<file path="config.mk">
export PLATFORM = sky130hd
export DESIGN_NAME = ram_fault_responder
export DESIGN_NICKNAME = d
export VERILOG_FILES = /design/src/rtl/ram_fault_responder.sv
export SDC_FILE = /design/constraint.sdc
export NUM_CORES = 1
export LEC_CHECK = 0
export ABC_AREA = 0
export CAP_MARGIN = 20
export CORE_ASPECT_RATIO = 1.25
export CORE_MARGIN = 5
export CORE_UTILIZATION = 45
export DETAILED_ROUTE_END_ITERATION = 8
export PLACE_DENSITY = 0.69
export SLEW_MARGIN = 20
export SYNTH_ARGS = -nofsm -noshare
export SYNTH_HDL_FRONTEND = slang
export SYNTH_SLANG_ARGS = --single-unit
</file>
<file path="constraint.sdc">
create_clock -name clk -period 1.71 [get_ports clk]
set_input_delay 0.342 -clock clk [delete_from_list [all_inputs] [get_ports clk]]
set_output_delay 0.342 -clock clk [all_outputs]
set_load 0.02 [all_outputs]
</file>
<file path="src/rtl/ram_fault_responder.sv">
// ram_fault_responder: DEPTH x DATA_W RAM with one programmable stuck-at or coupling fault,
// used as the device under test for a march BIST.
module ram_fault_responder #(
    parameter int ADDR_W = 2,
    parameter int DATA_W = 3,
    parameter int CNT_W  = 8,
    localparam int DEPTH = 1 << ADDR_W,
    localparam int BIT_W = (DATA_W > 1) ? $clog2(DATA_W) : 1
) (
    input  logic              clk,
    input  logic              rst_n,
    input  logic [ADDR_W-1:0] ADDRESS,
    input  logic [DATA_W-1:0] DATA_IN,
    output logic [DATA_W-1:0] OUT,
    input  logic              CS,
    input  logic              WE,
    input  logic              OE,
    input  logic              fault_cfg_valid,
    output logic              fault_cfg_ready,
    input  logic [1:0]        fault_cfg_type,
    input  logic [ADDR_W-1:0] fault_cfg_addr,
    input  logic [BIT_W-1:0]  fault_cfg_bit,
    input  logic [ADDR_W-1:0] fault_cfg_aggr,
    output logic              fault_active,
    output logic [CNT_W-1:0]  wr_count,
    output logic [CNT_W-1:0]  rd_count
);
    typedef enum logic [1:0] {IDLE, APPLY, ARMED} state_t;

    state_t            state_q, state_d;
    logic [1:0]        type_q, type_d, cfg_type_eff;
    logic [ADDR_W-1:0] vic_q, vic_d, aggr_q, aggr_d;
    logic [BIT_W-1:0]  bit_q, bit_d;
    logic [DATA_W-1:0] mem_q [DEPTH];
    logic [DATA_W-1:0] mem_d [DEPTH];
    logic [DATA_W-1:0] out_q, out_d, vmask, wdata, rdata;
    logic [CNT_W-1:0]  wr_q, wr_d, rd_q, rd_d;
    logic              wr, rd, hit, sa0, sa1, cpl;

    assign wr    = CS & WE;
    assign rd    = CS & OE & ~WE;
    assign hit   = ADDRESS == vic_q;
    assign sa0   = type_q == 2'b01;
    assign sa1   = type_q == 2'b10;
    assign cpl   = type_q == 2'b11;
    assign vmask = DATA_W'(1) << bit_q;
    assign wdata = (sa0 && hit) ? (DATA_IN & ~vmask) : (sa1 && hit) ? (DATA_IN | vmask) : DATA_IN;
    assign rdata = (sa0 && hit) ? (mem_q[ADDRESS] & ~vmask) :
                   (sa1 && hit) ? (mem_q[ADDRESS] | vmask) : mem_q[ADDRESS];
    // A coupling fault whose aggressor is its own victim is meaningless, so it degrades to no fault.
    assign cfg_type_eff = (fault_cfg_type == 2'b11 && fault_cfg_aggr == fault_cfg_addr) ? 2'b00 : fault_cfg_type;

    always_ff @(posedge clk or negedge rst_n) begin
        if (!rst_n) begin
            state_q <= IDLE;
            type_q  <= '0;
            vic_q   <= '0;
            aggr_q  <= '0;
            bit_q   <= '0;
            mem_q   <= '{default: '0};
            out_q   <= '0;
            wr_q    <= '0;
            rd_q    <= '0;
        end else begin
            state_q <= state_d;
            type_q  <= type_d;
            vic_q   <= vic_d;
            aggr_q  <= aggr_d;
            bit_q   <= bit_d;
            mem_q   <= mem_d;
            out_q   <= out_d;
            wr_q    <= wr_d;
            rd_q    <= rd_d;
        end
    end

    always_comb begin
        state_d = (state_q == APPLY) ? ((cfg_type_eff != 2'b00) ? ARMED : IDLE) :
                  fault_cfg_valid ? APPLY : state_q;
    end

    always_comb begin
        fault_cfg_ready = state_q != APPLY;
        fault_active    = state_q == ARMED;
    end

    always_comb begin
        type_d = (state_q == APPLY) ? cfg_type_eff   : type_q;
        vic_d  = (state_q == APPLY) ? fault_cfg_addr : vic_q;
        aggr_d = (state_q == APPLY) ? fault_cfg_aggr : aggr_q;
        bit_d  = (state_q == APPLY) ? fault_cfg_bit  : bit_q;
        out_d  = rd ? rdata : out_q;
        wr_d   = (wr && wr_q != '1) ? wr_q + 1'b1 : wr_q;
        rd_d   = (rd && rd_q != '1) ? rd_q + 1'b1 : rd_q;
        mem_d  = mem_q;
        if (wr) mem_d[ADDRESS] = wdata;
        if (wr && cpl && ADDRESS == aggr_q) mem_d[vic_q] = mem_q[vic_q] ^ vmask;
    end

    assign OUT      = out_q;
    assign wr_count = wr_q;
    assign rd_count = rd_q;
endmodule

</file>
# Word level (Yosys, flattened, before mapping)
# Index checks and enable logic that the tools add are counted.
dict set report word_totals {
  reg_bits 41
  inputBits 19
  out_inout_bits 21
  wordCells 76
}
dict set report classes {
  n_addsub 2
  n_lt_le_gt_ge 4
  eq_ne 12
  n_shift 1
  mux 22
  bitwise_logic 12
  n_reduce_logical 11
}
# operator n
set ops {}
lappend ops {{$mux W3} 10}
lappend ops {{$bwmux W12} 2}
lappend ops {{$mux W12} 2}
lappend ops {{$add A8 B1 Y8 const B} 2}
lappend ops {{$ne A8 B8 Y1 const B} 2}
lappend ops {{$bmux W3 S2} 2}
lappend ops {{$demux W3 S2} 2}
lappend ops {{$logic_and A1 B1 Y1} 9}
lappend ops {{$eq A2 B2 Y1 const B} 4}
lappend ops {{$mux W2} 4}
lappend ops {{$and A3 B3 Y3} 2}
lappend ops {{$eq A2 B2 Y1} 3}
lappend ops {{$ge A3 B3 Y1 const B} 2}
lappend ops {{$lt A3 B1 Y1 const B} 2}
lappend ops {{$not A2 Y3} 2}
lappend ops {{$or A3 B3 Y3} 2}
lappend ops {{$eq A2 B1 Y1 const B} 2}
lappend ops {{$reduce_bool A2 Y1} 2}
lappend ops {{$and A1 B1 Y1} 3}
lappend ops {{$not A3 Y3} 1}
lappend ops {{$shl A1 B2 Y3 const A} 1}
lappend ops {{$xor A3 B3 Y3} 1}
lappend ops {{$ne A2 B1 Y1 const B} 1}
lappend ops {{$not A1 Y1} 1}

# Logic depth before layout (Yosys ltp)
# Gate-level depths: netlist of run 1.
dict set report logic_depth {
  depth_word 9
  ltp_mapped 6
  depth_no_buf 5
}

# Worst setup path before layout of run 1
# Ideal clock, no wire load.
dict set report synth_path {
  path_type {flip-flop to flip-flop}
  startpoint {register wr_q[0], in the netlist wr_count[0]}
  endpoint {register wr_q[4], in the netlist wr_count[4]}
  setup_time_ps 132
  arrival_ps 1572
  t_required_ps 1578
  setup_slack_ps 6
  stages_incl_launch_ff 7
  n_path_buf 1
  period_less_slack_ps 1704
  path_cell_list {dfrtp_1 ha_1 nand3_1 o311a_1 clkbuf_1 nor2b_1 xor2_1}
}
dict set report synth_between {
  elab_chain_len 2
  elab_cells_between_ends 3
  classes_between {add/sub (1); eq/ne (1); reduce/logical (1)}
}
# item line_no
set synth_lines {}
lappend synth_lines {{from (decl)} 37} ;# logic [CNT_W-1:0] wr_q, wr_d, rd_q, rd_d;
lappend synth_lines {{from (signal assigned)} 72} ;# wr_q <= wr_d;
lappend synth_lines {{parallel branches: the longest is 2 deep, another holds $add A8 B1 Y8} --}
# Several ways; the timed one is not identified.
# A chain may end at the register's enable or synchronous reset.

# Final worst setup path of run 1
dict set report layout_path {
  startpoint {register wr_q[6], in the netlist wr_count[6]}
  endpoint {output wr_count[6]}
}
# item line_no
set layout_lines {}
lappend layout_lines {{to (decl)} 25} ;# output logic [CNT_W-1:0] wr_count,
# No word-level cell between the ends.

==> results of run 1 <==
where the power goes:
| part | total, mW | leakage [nW] | switching (mW) | internal, mW |
|---|---|---|---|---|
| Combinational | 2.66 | 0.989 | 1.28 | 1.37 |
| Clock | 0.813 | 0.0585 | 0.336 | 0.476 |
| Sequential | 1.73 | 0.514 | 0.382 | 1.34 |
kinds of logic after synthesis:
family / count (synthesis)
simple gates: 96
flops: 41
compound gates: 34
xor+xnor: 23
mux: 17
buf+inv: 13
fa+ha+maj: 2
state kept, by name, summed over array words and instances (netlist names):
register and flops:
bit_q 2, rd_count 8, vic_q 2, mem_q 12, aggr_q 2, type_q 2
state_q 2, OUT 3, wr_count 8
synth_stat cells (2+ instances only):
library cell  number
a2bb2oi_1          3
nand4_1            9
dfrtp_1           41
xor2_1             6
o21ai_0            5
clkbuf_1           2
a41oi_1            7
xnor2_1           14
o211ai_1           4
buf_2              2
nor2b_1            8
mux2_2             3
clkbuf_2           2
xnor2_2            3
buf_6              3
nand3b_1           6
nand3_1            4
and2_1             7
a31oi_1            6
mux4_2             6
ha_1               2
and4_1             2
a41o_1             3
nor3_1             2
mux2i_1            6
mux2_1             2
nor3b_1            2
nand4b_1           6
and3_1             4
nand2_1           37
a21oi_1            3
buf_4              2
nor2_1             8
layout make-up:
class                   instances  area, µm²
repair buffers                 83        727
well taps                      62       77.6
clock inverters                 1       30.0
multi-input cells             172       1290
inverters                       2       7.51
fillers                       438       1870
flip-flops and latches         41       1030
clock buffers                   7       86.3
metal layers:
layer  vias to the layer above  GRT usage (%)
li1                        988              -
met1                       984           24.5
met2                        63           31.8
met3                        16           3.87
met4                         0           8.46
met5                         -              0
final timing paths:
path,startpoint,endpoint,slack (ns),depth (start not counted)
max,wr_count[6],wr_count[6],0.03,1
min,rst_n,OUT[1],0.11,2
max reg2reg,vic_q[1],mem_q[2],0.07,3
min reg2reg,wr_count[3],wr_count[3],0.51,1
max in group asynchronous,rst_n,vic_q[0],1.22,2
min in group clk,wr_count[3],wr_count[3],0.51,1
worst reg2reg max path: cells and delay by family, from the launching register on:
kind,cells,cell delay (ns)
flops,1,0.51
mux,1,0.58
compound gates,1,0.15
xor+xnor,1,0.28
timing repair:
item,CTS,global route
pin swaps,2,0
setup endpoints to repair,20,11
buffers inserted,0,0
gates cloned,0,0
resized for setup,9,10
endpoints found under the hold margin,0,0
==> summary.txt, run 1 <==
Routing
  • DRC: 0
  • First-pass DRT Iterations: 4
  • Initial drt markers: 148
  • Wirelength per Cell: 16.4 µm
  • Final WL: 6030 µm
  • Top Layer Used: met4
  • M1 wire length: 2500 µm
  • DR vias: 2051
  • Average via count per standard cell: 5.57
  • Routed Antenna Nets: 0
  • WL met2: 2990 µm
  • Met3 wire len: 295 µm

Cells and area
  • Commonest non-fill, non-tap cells in the layout: 44 x buf_4, 40 x dfrtp_1, 37 x nand2_1
  • Commonest non-fill, non-tap cell in the layout: buf_4
  • Share of cells above drive strength 1: 22.2%
  • P&R area growth vs syn: 36.8%
  • Final std cells w/o fill: 368
  • Final instance area: 3240 µm²
  • Net count, final: 326
  • Ant diodes: 0
  • Final core utilization: 63.4%

Setup path
  • Bufs and invs on worst path: 1
  • Kind of critical path: reg2out
  • WP data required: 1.37 ns
  • Top Family by Delay on Critical Path: buffers and inverters
  • CP Max Fanout: 4
  • Worst path arrival time: 1.34 ns
  • Max stage delay on crit path: 0.63 ns
  • Crit. End Element: output pin
  • Slowest cell on crit path: clkdlybuf4s50_1
  • Crit-path cells: clkdlybuf4s50_1
  • Nature of the critical path startpoint: flip-flop

Timing
  • Final WS setup: 0.0288 ns
  • Hold slack final: 0.110 ns
  • FMAX: 595 MHz
  • Tmin final: 1.68 ns
  • Fin crit share: 98.3%
  • Slew HR: 65.1%
  • Slew Viols, Final: 0
  • Setup TNS: 0 ns
  • RSZ-0062 raised after global routing: true
  • Worst-Margin Slew: 0.524 ns
  • Final setup fails: 0
  • Final Hold Fails: 0
  • Clk_skew: 0.00154 ns

Placement
  • Post-DP Area: 3090 µm²
  • Place WS: -0.427 ns
  • Port bufs: 39
  • Detailed placement HPWL: 4570 µm
  • Placed Cells incl. Taps: 360
  • GP Congestion: 0.853

Synthesis
  • Mux cell area share after synthesis: 10.6%
  • Post-Synth XOR/XNOR Area: 9.45%
  • Main combinational cell family by area after synthesis: simple AND/OR/NAND/NOR gates
  • FFs w/ async S/R, synth: 100%
  • Post-synth net total: 247
  • Yosys warning total: 0
  • Top-area cell type share of the netlist area: 43.3%
  • Top FF cell, synth: dfrtp_1
  • Synth Area in Compound Gates: 10.6%
  • Synth area leader: dfrtp_1
  • Post-synthesis register bit count: 41
  • Mapped Cells: 226
  • Sequential element share of the synthesized area: 43.3%
  • Synth Area in Simple Gates: 21.5%
  • Number of flops mapped to enable cells by yosys: 0
  • Mapped Avg Cell Area: 10.5 µm²
  • Synth Area in Adders: 1.06%
  • Synth top area cells: dfrtp_1 43%, nand2_1 5.9%, mux4_2 5.7%, xnor2_1 5.2%, a41oi_1 2.6%
  • Syn Std Cell Area: 2370 µm²
  • Library cells used by synthesis: 39

Floorplanning
  • Num rows: 29
  • Die W: 74.9 µm
  • Core footprint: 5120 µm²
  • Die ar.: 6830 µm²
  • Die Y: 91.2 µm
  • I/O pins: 40
  • Starting Density: 46.3%

Global route
  • GRT overflow: 0
  • Vias in the first global route: 2256
  • Total GRT Usage: 19.5%
  • Initial antenna violation count: 0
  • First-pass GRT wire length: 10400 µm
  • Largest net degree at the start of global routing: 42

Clock network
  • Clock transition at path regs: 0.08 ns
  • Root buf cell: clkbuf_8
  • Total CTS buffers: 5
  • Post-CTS Hold Fix Bufs: 0
  • CTS H-tree lvls: 2
  • CTS Sinks: 41
  • CTS tree: built
  • Skew-Pair Late Insertion Delay: 0.29 ns
  • Maximum clock path buffer count: 2

Power and ir drop
  • Power Dens Cells: 1600 nW/µm²
  • Pwr Total: 5.20 mW
  • Leak: 1.56 nW
  • Worst VDD drop: 0.803 mV

Job
  • Max-cap violations: 0

Status
  • Status: complete, no violations

Hold path
  • Hold crit path type: in2async
No activity file was read; power rests on OpenSTA's default activity.
==> run 2: changes to the inputs <==
--- a/config.mk
+++ b/config.mk
@@ -12,7 +12,6 @@
 export CORE_UTILIZATION = 45
 export DETAILED_ROUTE_END_ITERATION = 8
 export PLACE_DENSITY = 0.69
-export SLEW_MARGIN = 20
 export SYNTH_ARGS = -nofsm -noshare
 export SYNTH_HDL_FRONTEND = slang
 export SYNTH_SLANG_ARGS = --single-unit
==> constraint.sdc (replaced) <==
create_clock -name clk -period 1.85 [get_ports clk]
set_input_delay 0.37 -clock clk [delete_from_list [all_inputs] [get_ports clk]]
set_output_delay 0.37 -clock clk [all_outputs]
set_load 0.02 [all_outputs]
==> run 2 against run 1 <==
  * Core utilization is 1.5 points lower
  * Die area unchanged
  * First-iteration DRC count up 4.7%
  * Via count hardly changed
==> summary.txt, run 2 (synthesized netlist as in run 1, its figures left out) <==
Cells and area
  • Reg with most FFs: mem_q
  • Commonest non-fill, non-tap cell in the layout: dfrtp_1
  • Max reg flops: 12 (unchanged)
  • Commonest non-fill, non-tap cells in the layout: 40 x dfrtp_1, 37 x nand2_1, 35 x buf_4
  • Share of cells above drive strength 1: 19.9% (-2.4 points)
  • Final instance area: 3170 µm² (-2.4%)
  • P&R area growth vs syn: 33.6%
  • Ant diodes: 0 (unchanged)
  • Net count, final: 317 (-2.8%)

Routing
  • M1 wire length: 2430 µm (-2.7%)
  • Top Layer Used: met4
  • WL met2: 2950 µm (-1.4%)
  • Met3 wire len: 283 µm (-4.1%)
  • Average via count per standard cell: 5.71 (+2.5%)
  • DR vias: 2050 (-0.049%)
  • First-pass DRT Iterations: 4 (unchanged)
  • Wirelength per Cell: 16.4 µm (about the same)
  • DRC: 0 (unchanged)
  • Initial drt markers: 155 (+4.7%)
  • Final WL: 5880 µm (-2.4%)
  • Routed Antenna Nets: 0 (unchanged)

Setup path
  • Max stage delay on crit path: 0.65 ns (+0.02 ns)
  • Crit. End Element: output pin
  • Crit-path cells: clkdlybuf4s50_1
  • CP Max Fanout: 6 (+2)
  • Worst Setup SP: rd_count[2]
  • Worst path arrival time: 1.39 ns (+0.05 ns)
  • Reg2reg start: wr_count[0]
  • R2r endpoint: wr_count[0]
  • Slowest cell on crit path: clkdlybuf4s50_1
  • R2R depth: 6 (+3)
  • Bufs and invs on worst path: 1 (unchanged)
  • Reg2reg setup slack: 0.14 ns (+0.07 ns)
  • Top Family by Delay on Critical Path: buffers and inverters
  • Nature of the critical path startpoint: flip-flop
  • WP data required: 1.48 ns (+0.11 ns)
  • Kind of critical path: reg2out

Floorplanning
  • Die ar.: 6830 µm² (unchanged)
  • Die W: 74.9 µm (unchanged)
  • Core footprint: 5120 µm² (unchanged)
  • I/O pins: 40 (unchanged)
  • Starting Density: 46.3% (unchanged)
  • Num rows: 29 (unchanged)
  • Die Y: 91.2 µm (unchanged)

Placement
  • Post-DP Area: 3010 µm² (-2.4%)
  • Port bufs: 39 (unchanged)
  • GP Congestion: 0.915 (+7.2%)
  • Detailed placement HPWL: 4380 µm (-4.1%)
  • Place WS: -0.333 ns (+0.0937 ns)

Hold path
  • Hold crit path type: in2async

Status
  • Status: complete, no violations

Global route
  • First-pass GRT wire length: 9920 µm (-4.4%)
  • Vias in the first global route: 2070 (-8.2%)
  • Total GRT Usage: 18.8% (-0.75 points)
  • Largest net degree at the start of global routing: 42 (unchanged)
  • Initial antenna violation count: 0 (unchanged)
  • GRT overflow: 0 (unchanged)

Timing
  • Fin crit share: 95.4%
  • Clk_skew: 0.00490 ns (+0.00336 ns)
  • Final Hold Fails: 0 (unchanged)
  • Final setup fails: 0 (unchanged)
  • Setup TNS: 0 ns (unchanged)
  • RSZ-0062 raised after global routing: false
  • Hold slack final: 0.125 ns (+0.0159 ns)
  • Tmin final: 1.76 ns
  • Slew Viols, Final: 0 (unchanged)
  • FMAX: 567 MHz
  • Final WS setup: 0.0854 ns (+0.0567 ns)
  • Worst-Margin Slew: 0.523 ns (-0.00102 ns)
  • Slew HR: 65.1% (+0.068 points)

Job
  • Max-cap violations: 0 (unchanged)

Clock network
  • CTS tree: built
  • Root buf cell: clkbuf_8
  • CTS H-tree lvls: 2 (unchanged)
  • Skew-Pair Late Insertion Delay: 0.29 ns (about the same)
  • Total CTS buffers: 5 (unchanged)
  • Maximum clock path buffer count: 2 (unchanged)
  • Clock transition at path regs: 0.08 ns (about the same)
  • Post-CTS Hold Fix Bufs: 0 (unchanged)
  • CTS Sinks: 41 (unchanged)

Power and ir drop
  • Clock power share: 15.9% (+0.3 points)
  • Design internal power: 2.88 mW (-9.8%)
  • Worst VDD drop: 0.762 mV (-5.1%)
  • Comb power frac: 48.8% (-2.4 points)
  • Switching fraction of total power: 38.8% (+0.25 points)
  • Leak: 1.42 nW (-9.4%)
  • Sequential share of power: 35.3% (+2.1 points)
  • Pwr Total: 4.70 mW (-9.5%)
  • Switching Power: 1.83 mW (-8.9%)
  • Power Dens Cells: 1490 nW/µm² (-7.3%)
## run 2: changes by cell type in the layout (fill, tap and decap cells not counted)
cell,change
dlygate4sd2_1,-6
xnor2_2,+1
o311a_4,-1
clkdlybuf4s50_1,+11
xnor2_1,-1
dlymetal6s2s_1,-5
buf_4,-9
o311a_1,+1
## run 2: how the worst max path moves through the flow
stage	endpoint	slack (ns)	depth (start not counted)
after floorplan	wr_count[4]	0.15	6
after global placement	mem_q[1]	-0.31	6
after detailed placement	mem_q[0]	-0.33	6
after CTS	mem_q[5]	0.03	6
after global routing	rd_count[2]	0.03	1
final	rd_count[2]	0.09	1
## run 2: cell type report
type                       count  area, µm²
fill                         411       1950
multi-input combinational    172       1280
sequential                    41       1030
timing repair buffer          74        654
clock buffer                   7       86.3
tap                           62       77.6
clock inverter                 1       30.0
inverter                       2       7.51
## run 2: power groups by stage
stage | combinational (mW) | sequential (mW) | clock [mW]
floorplan | 1.35 | 1.66 | 0
global placement | 2.25 | 1.63 | 0
detailed placement | 2.28 | 1.64 | 0
CTS | 2.29 | 1.64 | 0.766
global route | 2.51 | 1.72 | 0.803
finish | 2.30 | 1.66 | 0.747
## run 2: stage by stage
step	cells	util [%]
after CTS	359	61.3
final	359	61.9
after detailed placement	350	58.9
after floorplan	226	-
after global routing	359	61.9
after global placement	350	58.9
## run 2: layer usage
| layer | GRT usage [%] | up-vias |
|---|---|---|
| met1 | 23.2 | 993 |
| met3 | 3.76 | 18 |
| met5 | 0 | - |
| met4 | 9.20 | 0 |
| met2 | 30.5 | 71 |
| li1 | - | 968 |
## run 2: what timing repair did
action / in CTS / in global routing
setup endpoints to repair: 4 / 16
pin swaps: 1 / 0
setup buffers: 1 / 0
resized for setup: 1 / 7
==> run 3: changes to the inputs <==
--- a/config.mk
+++ b/config.mk
@@ -6,12 +6,10 @@
 export NUM_CORES = 1
 export LEC_CHECK = 0
 export ABC_AREA = 0
-export CAP_MARGIN = 20
 export CORE_ASPECT_RATIO = 1.25
 export CORE_MARGIN = 5
-export CORE_UTILIZATION = 45
+export CORE_UTILIZATION = 41
 export DETAILED_ROUTE_END_ITERATION = 8
-export PLACE_DENSITY = 0.69
 export SYNTH_ARGS = -nofsm -noshare
 export SYNTH_HDL_FRONTEND = slang
 export SYNTH_SLANG_ARGS = --single-unit
==> run 3 against run 2 <==
  * Clock power grew 14%
  * Register-to-register slack gained 0.03 ns
  * Wire length shrank 0.12%
  * Critical path depth is the same
  * Power grew 1.6%
  * Clock skew grew 0.0056 ns
  * Critical path type unchanged
  * First-iteration DRC count shrank 14%
  * Critical endpoint unchanged
  * Final area grew 0.28%
  * Worst setup slack lost 0.015 ns
  * Count of clock-buffer cells in the layout shrank 2
==> summary.txt, run 3 (synthesized netlist as in run 1, its figures left out) <==
Cells and area
  • Ant diodes: 0 (unchanged)
  • Commonest non-fill, non-tap cells in the layout: 41 x dfrtp_1, 37 x nand2_1, 35 x clkdlybuf4s50_1
  • Commonest non-fill, non-tap cell in the layout: dfrtp_1
  • Share of cells above drive strength 1: 19.0% (-0.82 points)
  • Final std cells w/o fill: 360 (+0.28%)
  • Final instance area: 3180 µm² (+0.28%)
  • Net count, final: 314 (-0.95%)
  • P&R area growth vs syn: 33.9%
  • Max reg flops: 12 (unchanged)
  • # fillers: 485 (+18%)
  • Reg with most FFs: mem_q
  • Final core utilization: 55.7% (-6.2 points)

Clock network
  • Skew-Pair Late Insertion Delay: 0.30 ns (about the same)
  • Total CTS buffers: 5 (unchanged)
  • Maximum clock path buffer count: 2 (unchanged)
  • CTS tree: built
  • CTS Sinks: 41 (unchanged)
  • Setup bufs post-CTS: 0 (-1)
  • Root buf cell: clkbuf_8
  • CTS H-tree lvls: 2 (unchanged)
  • Clock transition at path regs: 0.08 ns (about the same)

Routing
  • First-pass DRT Iterations: 4 (unchanged)
  • Initial drt markers: 133 (-14%)
  • Wirelength per Cell: 16.3 µm (-0.40%)
  • DR vias: 1970 (-3.9%)
  • Routed Antenna Nets: 0 (unchanged)
  • Final WL: 5880 µm (-0.12%)
  • Average via count per standard cell: 5.47 (-4.2%)
  • DRC: 0 (unchanged)

Placement
  • Detailed placement HPWL: 4410 µm (+0.54%)
  • Port bufs: 39 (unchanged)
  • Placed Cells incl. Taps: 352 (+0.57%)
  • Post-DP Area: 3020 µm² (about the same)
  • GP Congestion: 0.972 (+6.2%)
  • Place WS: -0.299 ns (+0.0343 ns)

Floorplanning
  • Die W: 78.0 µm (+4.1%)
  • I/O pins: 40 (unchanged)
  • Core footprint: 5700 µm² (+11%)
  • Die ar.: 7410 µm² (+8.5%)
  • Starting Density: 41.6% (-4.8 points)
  • Die Y: 95.0 µm (+4.2%)
  • Num rows: 31 (+6.9%)

Setup path
  • Slowest cell on crit path: clkdlybuf4s50_1
  • CP Max Fanout: 6 (unchanged)
  • Nature of the critical path startpoint: flip-flop
  • Crit. End Element: output pin
  • Worst path arrival time: 1.41 ns (+0.02 ns)
  • Top Family by Delay on Critical Path: buffers and inverters
  • WP data required: 1.48 ns (about the same)
  • Max stage delay on crit path: 0.65 ns (about the same)
  • Kind of critical path: reg2out
  • Bufs and invs on worst path: 1 (unchanged)
  • Crit-path cells: clkdlybuf4s50_1

Timing
  • Final Hold Fails: 0 (unchanged)
  • Slew HR: 69.4% (+4.2 points)
  • Fin crit share: 96.2% (+0.80 points)
  • Clk_skew: 0.0105 ns (+0.00561 ns)
  • Final setup fails: 0 (unchanged)
  • FMAX: 562 MHz (-0.83%)
  • Tmin final: 1.78 ns (+0.0147 ns)
  • Slew Viols, Final: 0 (unchanged)
  • RSZ-0062 raised after global routing: false
  • Setup TNS: 0 ns (unchanged)
  • Final WS setup: 0.0707 ns (-0.0147 ns)
  • Worst-Margin Slew: 0.460 ns (-0.0635 ns)

Job
  • Max-cap violations: 0 (unchanged)

Global route
  • Met3 Use GR: 2.65% (-1.1 points)
  • Vias in the first global route: 2070 (unchanged)
  • GR peak layer: met2
  • Initial antenna violation count: 0 (unchanged)
  • Grt met1 use: 21.5% (-1.7 points)
  • First-pass GRT wire length: 9960 µm (+0.41%)
  • GRT overflow: 0 (unchanged)
  • Met2 usage: 28.6% (-1.9 points)
  • Largest net degree at the start of global routing: 25 (-40%)
  • Total GRT Usage: 17.0% (-1.8 points)

Power and ir drop
  • Worst VDD drop: 0.677 mV (-11%)
  • Power Dens Cells: 1510 nW/µm² (+1.4%)
  • Leak: 1.40 nW (-0.92%)

Hold path
  • Hold crit path type: in2async

Status
  • Status: complete, no violations
## run 3: changes by cell type in the layout (fill, tap and decap cells not counted)
cell | before | now
clkinv_2 | 0 | 1
buf_4 | 35 | 31
clkbuf_1 | 1 | 0
dlymetal6s2s_1 | 3 | 2
clkdlybuf4s50_1 | 34 | 35
dfrtp_1 | 40 | 41
clkbuf_8 | 6 | 5
dfrtp_2 | 1 | 0
bufinv_16 | 1 | 2
buf_12 | 0 | 1
## run 3: worst paths after layout
path                            cells past startpoint        start  slack [ns]          end
worst max-delay path                                1  rd_count[2]        0.07  rd_count[2]
worst min-delay path                                1        rst_n        0.02     vic_q[0]
worst max register to register                      4     vic_q[0]        0.17     mem_q[0]
worst min register to register                      1  rd_count[6]        0.50  rd_count[6]
max in group asynchronous                           2        rst_n        1.36     mem_q[7]
min in group clk                                    1  rd_count[6]        0.50  rd_count[6]
## run 3: through the flow
stage	hold slack [ns]	total power, mW
6_report	0.0188	4.78
3_5_place_dp	0.350	3.91
4_1_cts	0.0229	4.79
3_3_place_gp	0.349	3.91
5_1_grt	0.0466	5.12
2_1_floorplan	0.0744	3.00
## run 3: metal layers
layer,part of all wire (%),wire (µm),vias to the layer above
met5,0,0,-
met4,2.8,166,0
met3,3.7,218,15
met2,50,2950,54
met1,43,2550,937
li1,-,-,964
## run 3: final cells by class
class                           instances  area [µm²]  area share [%]
Inverter                                2        7.51           0.236
Timing Repair Buffer                   71         642            20.2
Tap cell                               66        82.6            2.60
Clock buffer                            5        68.8            2.17
Multi-Input combinational cell        172        1280            40.4
Sequential cell                        41        1030            32.3
Clock inverter                          3        65.1            2.05
## run 3: what timing repair did
action                                  in CTS  in global routing
gates resized for setup                      1                  5
hold buffers                                 0                  0
pin swaps                                    1                  1
endpoints found under the hold margin        0                  0
endpoints found under the setup margin       2                 15
## run 3: power by group
| part | internal (mW) | total (mW) | switching (mW) |
|---|---|---|---|
| logic | 1.18 | 2.31 | 1.13 |
| clock network | 0.536 | 0.853 | 0.317 |
| registers | 1.24 | 1.62 | 0.382 |
| total | 2.96 | 4.78 | 1.83 |
